[src/rtl/mips_memory_access_sequencer.sv]
// MEM-stage data-memory sequencer: lane/alignment decode, valid/ready
// command issue, read-return wait with timeout, and extended load return.
module mips_memory_access_sequencer #(
    parameter int DATA_WIDTH     = 32,
    parameter int ADDR_WIDTH     = 32,
    parameter int TIMEOUT_CYCLES = 255
) (
    input  logic                    clock,
    input  logic                    reset,
    input  logic                    reqValid,
    output logic                    reqReady,
    input  logic                    reqWrite,
    input  logic [1:0]              reqSize,
    input  logic                    reqDword,
    input  logic                    reqSigned,
    input  logic [ADDR_WIDTH-1:0]   reqAddr,
    input  logic [DATA_WIDTH-1:0]   reqData,
    output logic                    memValid,
    input  logic                    memReady,
    output logic                    memWrite,
    output logic [ADDR_WIDTH-1:0]   memAddr,
    output logic [DATA_WIDTH/8-1:0] memByteEnable,
    output logic [DATA_WIDTH-1:0]   memWriteData,
    input  logic                    memReadValid,
    input  logic [DATA_WIDTH-1:0]   memReadData,
    output logic                    respValid,
    output logic [DATA_WIDTH-1:0]   respData,
    output logic [1:0]              respError,
    output logic                    stall
);
    localparam int LANES = DATA_WIDTH / 8;
    localparam int OFFW  = $clog2(LANES);
    localparam logic [15:0] TIMER_LAST = 16'(TIMEOUT_CYCLES - 1);

    typedef enum logic [1:0] {ST_IDLE, ST_ISSUE, ST_WAIT, ST_RESP} state_e;

    state_e                state_q, state_d;
    logic                  stale_q, stale_d;
    logic [15:0]           timer_q, timer_d;
    logic [1:0]            size_q, size_d;
    logic [OFFW-1:0]       off_q, off_d;
    logic                  signed_q, signed_d;
    logic                  mem_valid_q, mem_valid_d;
    logic                  mem_write_q, mem_write_d;
    logic [ADDR_WIDTH-1:0] mem_addr_q, mem_addr_d;
    logic [LANES-1:0]      mem_be_q, mem_be_d;
    logic [DATA_WIDTH-1:0] mem_wdata_q, mem_wdata_d;
    logic                  resp_valid_q, resp_valid_d;
    logic [DATA_WIDTH-1:0] resp_data_q, resp_data_d;
    logic [1:0]            resp_error_q, resp_error_d;

    logic [1:0]            size_log;
    logic                  illegal;
    logic                  misaligned;
    logic [2:0]            align_mask;
    logic [8:0]            lane_mask;
    logic [OFFW-1:0]       offset;
    logic [DATA_WIDTH-1:0] rd_shift;
    logic [DATA_WIDTH-1:0] rd_keep;
    logic                  rd_sign;
    logic [DATA_WIDTH-1:0] rd_ext;

    assign offset   = reqAddr[OFFW-1:0];
    assign reqReady = (state_q == ST_IDLE) && !stale_q;
    assign stall    = (state_q != ST_IDLE) || stale_q;

    always_comb begin
        size_log = 2'd0;
        illegal  = 1'b0;
        if (reqDword) begin
            size_log = 2'd3;
            illegal  = (DATA_WIDTH != 64);
        end else begin
            unique case (reqSize)
                2'b01:   size_log = 2'd0;
                2'b10:   size_log = 2'd1;
                2'b11:   size_log = 2'd2;
                default: illegal  = 1'b1;
            endcase
        end
        align_mask = 3'((4'd1 << size_log) - 4'd1);
        lane_mask  = (9'd1 << (4'd1 << size_log)) - 9'd1;
        misaligned = |(reqAddr[2:0] & align_mask);
    end

    // Sign fill is OR-ed above the kept bits so no zero-width replication is needed.
    always_comb begin
        rd_shift = memReadData >> {off_q, 3'b000};
        unique case (size_q)
            2'd0: begin
                rd_keep = DATA_WIDTH'(8'hFF);
                rd_sign = rd_shift[7];
            end
            2'd1: begin
                rd_keep = DATA_WIDTH'(16'hFFFF);
                rd_sign = rd_shift[15];
            end
            2'd2: begin
                rd_keep = DATA_WIDTH'(32'hFFFF_FFFF);
                rd_sign = rd_shift[31];
            end
            default: begin
                rd_keep = '1;
                rd_sign = 1'b0;
            end
        endcase
        rd_ext = (rd_shift & rd_keep)
               | ({DATA_WIDTH{signed_q & rd_sign}} & ~rd_keep);
    end

    always_comb begin
        state_d      = state_q;
        stale_d      = stale_q;
        timer_d      = timer_q;
        size_d       = size_q;
        off_d        = off_q;
        signed_d     = signed_q;
        mem_valid_d  = mem_valid_q;
        mem_write_d  = mem_write_q;
        mem_addr_d   = mem_addr_q;
        mem_be_d     = mem_be_q;
        mem_wdata_d  = mem_wdata_q;
        resp_valid_d = 1'b0;
        resp_data_d  = '0;
        resp_error_d = 2'b00;

        if (stale_q && memReadValid && state_q != ST_WAIT) stale_d = 1'b0;

        unique case (state_q)
            ST_IDLE: begin
                if (reqValid && reqReady) begin
                    size_d   = size_log;
                    off_d    = offset;
                    signed_d = reqSigned;
                    if (illegal || misaligned) begin
                        state_d      = ST_RESP;
                        resp_valid_d = 1'b1;
                        resp_error_d = illegal ? 2'b11 : 2'b01;
                    end else begin
                        state_d     = ST_ISSUE;
                        mem_valid_d = 1'b1;
                        mem_write_d = reqWrite;
                        mem_addr_d  = {reqAddr[ADDR_WIDTH-1:OFFW], {OFFW{1'b0}}};
                        mem_be_d    = lane_mask[LANES-1:0] << offset;
                        mem_wdata_d = reqData << {offset, 3'b000};
                    end
                end
            end
            ST_ISSUE: begin
                if (memReady) begin
                    mem_valid_d = 1'b0;
                    if (mem_write_q) begin
                        state_d      = ST_RESP;
                        resp_valid_d = 1'b1;
                    end else begin
                        state_d = ST_WAIT;
                        timer_d = '0;
                    end
                end
            end
            ST_WAIT: begin
                timer_d = timer_q + 16'd1;
                if (memReadValid) begin
                    state_d      = ST_RESP;
                    resp_valid_d = 1'b1;
                    resp_data_d  = rd_ext;
                end else if (timer_q == TIMER_LAST) begin
                    state_d      = ST_RESP;
                    resp_valid_d = 1'b1;
                    resp_error_d = 2'b10;
                    stale_d      = 1'b1;
                end
            end
            default: state_d = ST_IDLE;
        endcase
    end

    always_ff @(posedge clock or negedge reset) begin
        if (!reset) begin
            state_q      <= ST_IDLE;
            stale_q      <= 1'b0;
            timer_q      <= '0;
            size_q       <= '0;
            off_q        <= '0;
            signed_q     <= 1'b0;
            mem_valid_q  <= 1'b0;
            mem_write_q  <= 1'b0;
            mem_addr_q   <= '0;
            mem_be_q     <= '0;
            mem_wdata_q  <= '0;
            resp_valid_q <= 1'b0;
            resp_data_q  <= '0;
            resp_error_q <= 2'b00;
        end else begin
            state_q      <= state_d;
            stale_q      <= stale_d;
            timer_q      <= timer_d;
            size_q       <= size_d;
            off_q        <= off_d;
            signed_q     <= signed_d;
            mem_valid_q  <= mem_valid_d;
            mem_write_q  <= mem_write_d;
            mem_addr_q   <= mem_addr_d;
            mem_be_q     <= mem_be_d;
            mem_wdata_q  <= mem_wdata_d;
            resp_valid_q <= resp_valid_d;
            resp_data_q  <= resp_data_d;
            resp_error_q <= resp_error_d;
        end
    end

    assign memValid      = mem_valid_q;
    assign memWrite      = mem_write_q;
    assign memAddr       = mem_addr_q;
    assign memByteEnable = mem_be_q;
    assign memWriteData  = mem_wdata_q;
    assign respValid     = resp_valid_q;
    assign respData      = resp_data_q;
    assign respError     = resp_error_q;

endmodule

[config.mk]
export PLATFORM = sky130hd
export DESIGN_NAME = mips_memory_access_sequencer
export DESIGN_NICKNAME = d
export VERILOG_FILES = /design/src/rtl/mips_memory_access_sequencer.sv
export SDC_FILE = /design/constraint.sdc
export NUM_CORES = 1
export LEC_CHECK = 0
export BUFFER_PORTS_ARGS = -buffer_cell sky130_fd_sc_hd__buf_2
export CAP_MARGIN = 10
export CORE_ASPECT_RATIO = 1.1
export CORE_UTILIZATION = 54
export CTS_BUF_LIST = sky130_fd_sc_hd__clkbuf_4 sky130_fd_sc_hd__clkbuf_8 sky130_fd_sc_hd__clkbuf_16
export DETAILED_ROUTE_END_ITERATION = 6
export PLACE_DENSITY = 0.85
export SKIP_CTS_REPAIR_TIMING = 1
export SYNTH_ARGS = -nofsm -noshare
export SYNTH_HDL_FRONTEND = slang
export SYNTH_SLANG_ARGS = --single-unit
[constraint.sdc]
create_clock -name clock -period 2.95 [get_ports clock]
set_input_delay 0.4425 -clock clock [delete_from_list [all_inputs] [get_ports clock]]
set_output_delay 0.4425 -clock clock [all_outputs]
set_load 0.03 [all_outputs]
After elaboration in Yosys (flattened, before gate mapping)
Cells that the tools add are included.
- register bits: 127
- input port bits: 106
- output and inout bits: 107
- add/subtract/negate cells: 3
- equal/unequal tests: 14
- shift-type cells: 5
- muxes and demuxes: 39
- bitwise operators: 7
- reduce and logical (&&, ||, !) cells: 19
- operator list (operator ; count):
    32-bit bitwise AND ; 2
    32-bit two-way mux ; 2
    32-bit case mux with 2 select lines ; 1
    16-bit two-way mux ; 2
    32-bit inverter ; 1
    32-bit bitwise OR ; 1
    16-bit case mux with 2 select lines ; 1
    32-bit by 5-bit left shift with 32-bit output ; 1
    32-bit by 5-bit >> shifter with 32-bit output ; 1
    2-bit two-way mux ; 11
    16-bit by 1-bit adder with 16-bit output (second input constant) ; 1
    16-bit by 8-bit == test with 1-bit output (second input constant) ; 1
    1-bit two-way mux ; 16
    3-bit AND reduction ; 3
    2-bit == test (second input constant) ; 4
    2-bit inequality test (second input constant) ; 4
    2-bit case mux with 2 select lines ; 2
    2-bit by 1-bit == test with 1-bit output (second input constant) ; 3
    1-bit case mux with 3 select lines ; 2
    2-bit case mux with 3 select lines ; 1
    2-bit nonzero test ; 3
    3-bit OR reduction ; 2
    1-bit logical AND ; 4
    2-bit logical NOT ; 2
    other kinds (15) ; 16

Logic depth before layout (Yosys ltp)
- depth in word-level cells: 11
- gate-level depth with buffers: 9
- gate-level depth less buffers: 7

Worst setup path after synthesis
Ideal clock, no wire load.
- path type: register to register
- from: register state_q[0]
- to: register mem_wdata_q[24] (netlist: memWriteData[24])
- setup time: 0.125 ns
- data arrival time: 1.973 ns
- setup slack: 0.853 ns
- cell stages (with the launch flop): 8
- buffers on the path: 0
- path through: dfrtp_1 inv_1 ha_1 nand2b_1 inv_1 nand2_1 nor2_2 mux2_2
- word-level cells in the longest chain between the ends: 4
- ends and longest elaborated chain (element ; line ; source):
    from (decl) ; 37 ; state_e state_q, state_d;
    from (signal assigned) ; 195 ; state_q <= state_d;
    2-bit logical NOT ; 64 ; assign reqReady = (state_q == ST_IDLE) && !stale_q;
    1-bit logical AND ; 64 ;
    via reqReady ; 11 ; output logic reqReady,
    1-bit logical AND ; 131 ; if (reqValid && reqReady) begin
    3-bit AND reduction (no source line) ; - ;
    to (signal assigned) ; 205 ; mem_wdata_q <= mem_wdata_d;
    to (decl) ; 47 ; logic [DATA_WIDTH-1:0] mem_wdata_q, mem_wdata_d;
The timed path passes the listed nets, and every way through them passes these cells.
A chain may end at the register's enable or synchronous reset.

Worst setup path after layout
- from: register state_q[0]
- to: register resp_data_q[21] (netlist: respData[21])
- word-level cells in the longest chain between the ends: 2
- ends and longest elaborated chain (element ; line ; source):
    2-bit == test ; 129 ; unique case (state_q)
    32-bit two-way mux ; 129 ;
    via resp_data_d[21] ; 49 ; logic [DATA_WIDTH-1:0] resp_data_q, resp_data_d;
    to (signal assigned) ; 207 ; resp_data_q <= resp_data_d;
    to (decl) ; 49 ;
The timed path passes the listed nets, and every way through them passes these cells.

==> metrics.cfg <==
[status]
status = finished, final reports clean

[yosys]
syn_inst = 574
ys_seq_area_frac = 0.5197
mappedNetlistArea_um2 = 6115
yosys.area.top_type = dfrtp_1
syn_area_per_cell_um2 = 10.65
synth_top_area_share = 0.5197
synth_flop_cell = dfrtp_1
async_reset_ff_frac = 1.000
synth_area_leaders = dfrtp_1 (52%), mux2_2 (8.1%), mux2i_1 (5.6%), nand2_1 (4.1%), o21ai_0 (3.5%)
ys_seq_elements = 127
synth_edf_count = 0
synth_common_cells = dfrtp_1 (127), nand2_1 (66), mux2_2 (44)
yosysMostFrequentCell = dfrtp_1
yosys.cell_types.count = 60
yosys_warnings = 0

[routing]
drt-total-wl_um = 15950
drc = 0
dr.pass1.iters = 5
antenna_left = 0
drt_iter0_drc = 243
avgRoutedWirePerCell_um = 17.00
route.vias.total = 5335
drt-vias-per-instance = 5.688

[clocking]
htreeDepth = 4
clock_latency_ns = 0.41
cts.sinks = 127
clkSlewWorstSetupHoldPaths_ns = 0.06
numCtsBuffers = 17
tritoncts = yes
cts-root-buf = clkbuf_16
clock_path_buffers = 2

[critical_path]
ff2ff_path_depth = 6
reg2reg_slack_ns = 0.67
end_kind = flip-flop
worstReg2RegStart = state_q[0]$_DFFE_PN0P_
critical_path.startpoint_type = flip-flop
path_class = flip-flop to flip-flop
required_ns = 3.26
arrival_ns = 2.59
crit_fanout = 16
startpoint = state_q[0]$_DFFE_PN0P_
rr_endpoint = respData[21]$_DFF_PN0_

[placement]
dp_hpwl_um = 11620
io_buffers = 210
place.gp.congestion = 0.8726

[timing]
timing.fmax_mhz = 439.5
slew_headroom = 0.3949
setup_tns_ns = 0
worst_pin_slew_ns = 0.9023
rsz0062_at_grt = no
finClkSkew_ns = 0.008020
fin_crit_sh = 0.7713
finalHoldViolations = 0
setup_viol = 0
final-max-slew-violation-count = 0
fin_crit_ns = 2.275

[cells_and_area]
fill_cells = 809
drive_gt1_frac = 0.3932
seqCellArea_um2 = 3178
utilization = 0.7219
nNetsFinal = 893
multiInputGateArea_um2 = 2704
antennaDiodeCount = 0
area.growth.synth_to_final_pct = 29.40

[global_routing]
grt_pass1_vias = 5408
grt_max_degree = 60
grt_first_pass_wirelength_um = 25670
grt_overflow = 0
antenna_found_initial = 0
track_usage = 0.2820

[pwr]
ir_worst_vdd_mv = 0.7284
power_density_nw_per_um2 = 1041
power_leakage_nw = 4.051

[flow_run]
maxCapViolations = 0

[floorplanning]
initial_core_util = 0.5579
rows = 40
die_h_um = 113.6
die-area_um2 = 11750
die_w_um = 103.5
core_area_um2 = 10960
io-pin-count = 213

[worst_hold_path]
hold_path.class = input port to async pin

## critical path: stages (launching register included)
cell and delay [ns]:
dfrtp_1 0.41, inv_1 0.10, ha_1 0.46, nand2_1 0.44, nor3b_1 0.35, o31ai_2 0.25
o21ai_0 0.17
## worst max path at each step
stage | to | slack (ns) | cells after the start
after floorplan | memWriteData[24]$_DFFE_PN0P_ | 0.85 | 7
after global placement | memAddr[16]$_DFFE_PN0P_ | 0.61 | 8
after detailed placement | memAddr[19]$_DFFE_PN0P_ | 0.55 | 8
after CTS | respData[18]$_DFF_PN0_ | 0.69 | 6
after global routing | respData[21]$_DFF_PN0_ | 0.42 | 6
final | respData[21]$_DFF_PN0_ | 0.67 | 6
## cells by family after synthesis
logic type                 share of synthesized area
and+or+nand+nor                               0.1330
AOI/OAI and AO/OA                             0.1484
DFF                                           0.5197
muxes                                         0.1404
buffers and inverters                        0.03867
adders and majority gates                    0.01637
xor gates and xnor gates                    0.002865
other                                      0.0006133
## sequential cells by signal, summed over array words and instances (netlist names)
name,flops
memWrite,1
timer_q,16
memByteEnable,4
stale_q,1
size_q,2
state_q,2
memValid,1
respValid,1
off_q,2
memAddr,30
respData,32
respError,2
signed_q,1
memWriteData,32
## power breakdown
group / leakage, nW / total, mW / switching (mW) / internal (mW)
Clock: 0.291 / 2.17 / 0.771 / 1.40
Sequential: 1.66 / 2.67 / 0.360 / 2.31
Combinational: 2.10 / 3.40 / 2.28 / 1.12
## stage by stage
step / instances / total power, mW / setup WS, ns / area, µm² / hold WS [ns]
5_1_grt: 938 / 8.647 / 0.4152 / 7913 / 0.03026
2_1_floorplan: 575 / 4.966 / 0.8526 / 6118 / 0.1469
4_1_cts: 938 / 8.262 / 0.6925 / 7913 / 0.01277
3_5_place_dp: 907 / 6.077 / 0.5485 / 7291 / 0.4440
3_3_place_gp: 907 / 5.928 / 0.6054 / 7291 / 0.4380
6_report: 938 / 8.241 / 0.6747 / 7913 / 0.002984
## area by class of cell
cell class	instances	area share
clock inverter	11	0.01961
sequential	127	0.4016
timing repair buffer	222	0.1477
multi-input combinational	396	0.3417
tap	147	0.02324
inverter	15	0.007116
clock buffer	20	0.05898
## placed cells by master, fill, tap and decap left out, types with 2 or more instances in the layout
master,n
or4_1,4
nand3_1,8
conb_1,2
nand4_1,3
clkbuf_16,17
mux2i_1,34
dfrtp_1,127
or2_2,3
and2_1,3
buf_12,2
buf_2,209
clkinv_4,2
clkinvlp_4,4
nor3b_1,2
a211oi_1,24
nand2_1,66
o31ai_1,15
clkbuf_8,3
nand2b_1,4
o41ai_1,3
bufinv_16,3
nor2_1,24
inv_6,2
buf_4,11
or3_1,2
o221ai_1,2
ha_1,8
o21ai_0,43
nor2b_1,22
inv_1,15
a21oi_1,41
mux2_2,44
xnor2_1,2
a31oi_1,4
nor4b_1,2
and3b_1,2
and3_1,2
## metal layers
layer / global-route usage / wire, µm / up-vias
li1: - / - / 2462
met1: 0.3375 / 6139 / 2591
met2: 0.4746 / 8191 / 245
met3: 0.07353 / 1214 / 37
met4: 0.1221 / 400 / 0
met5: 0 / 0 / -
Note: power is estimated with default switching activity, not from simulation.
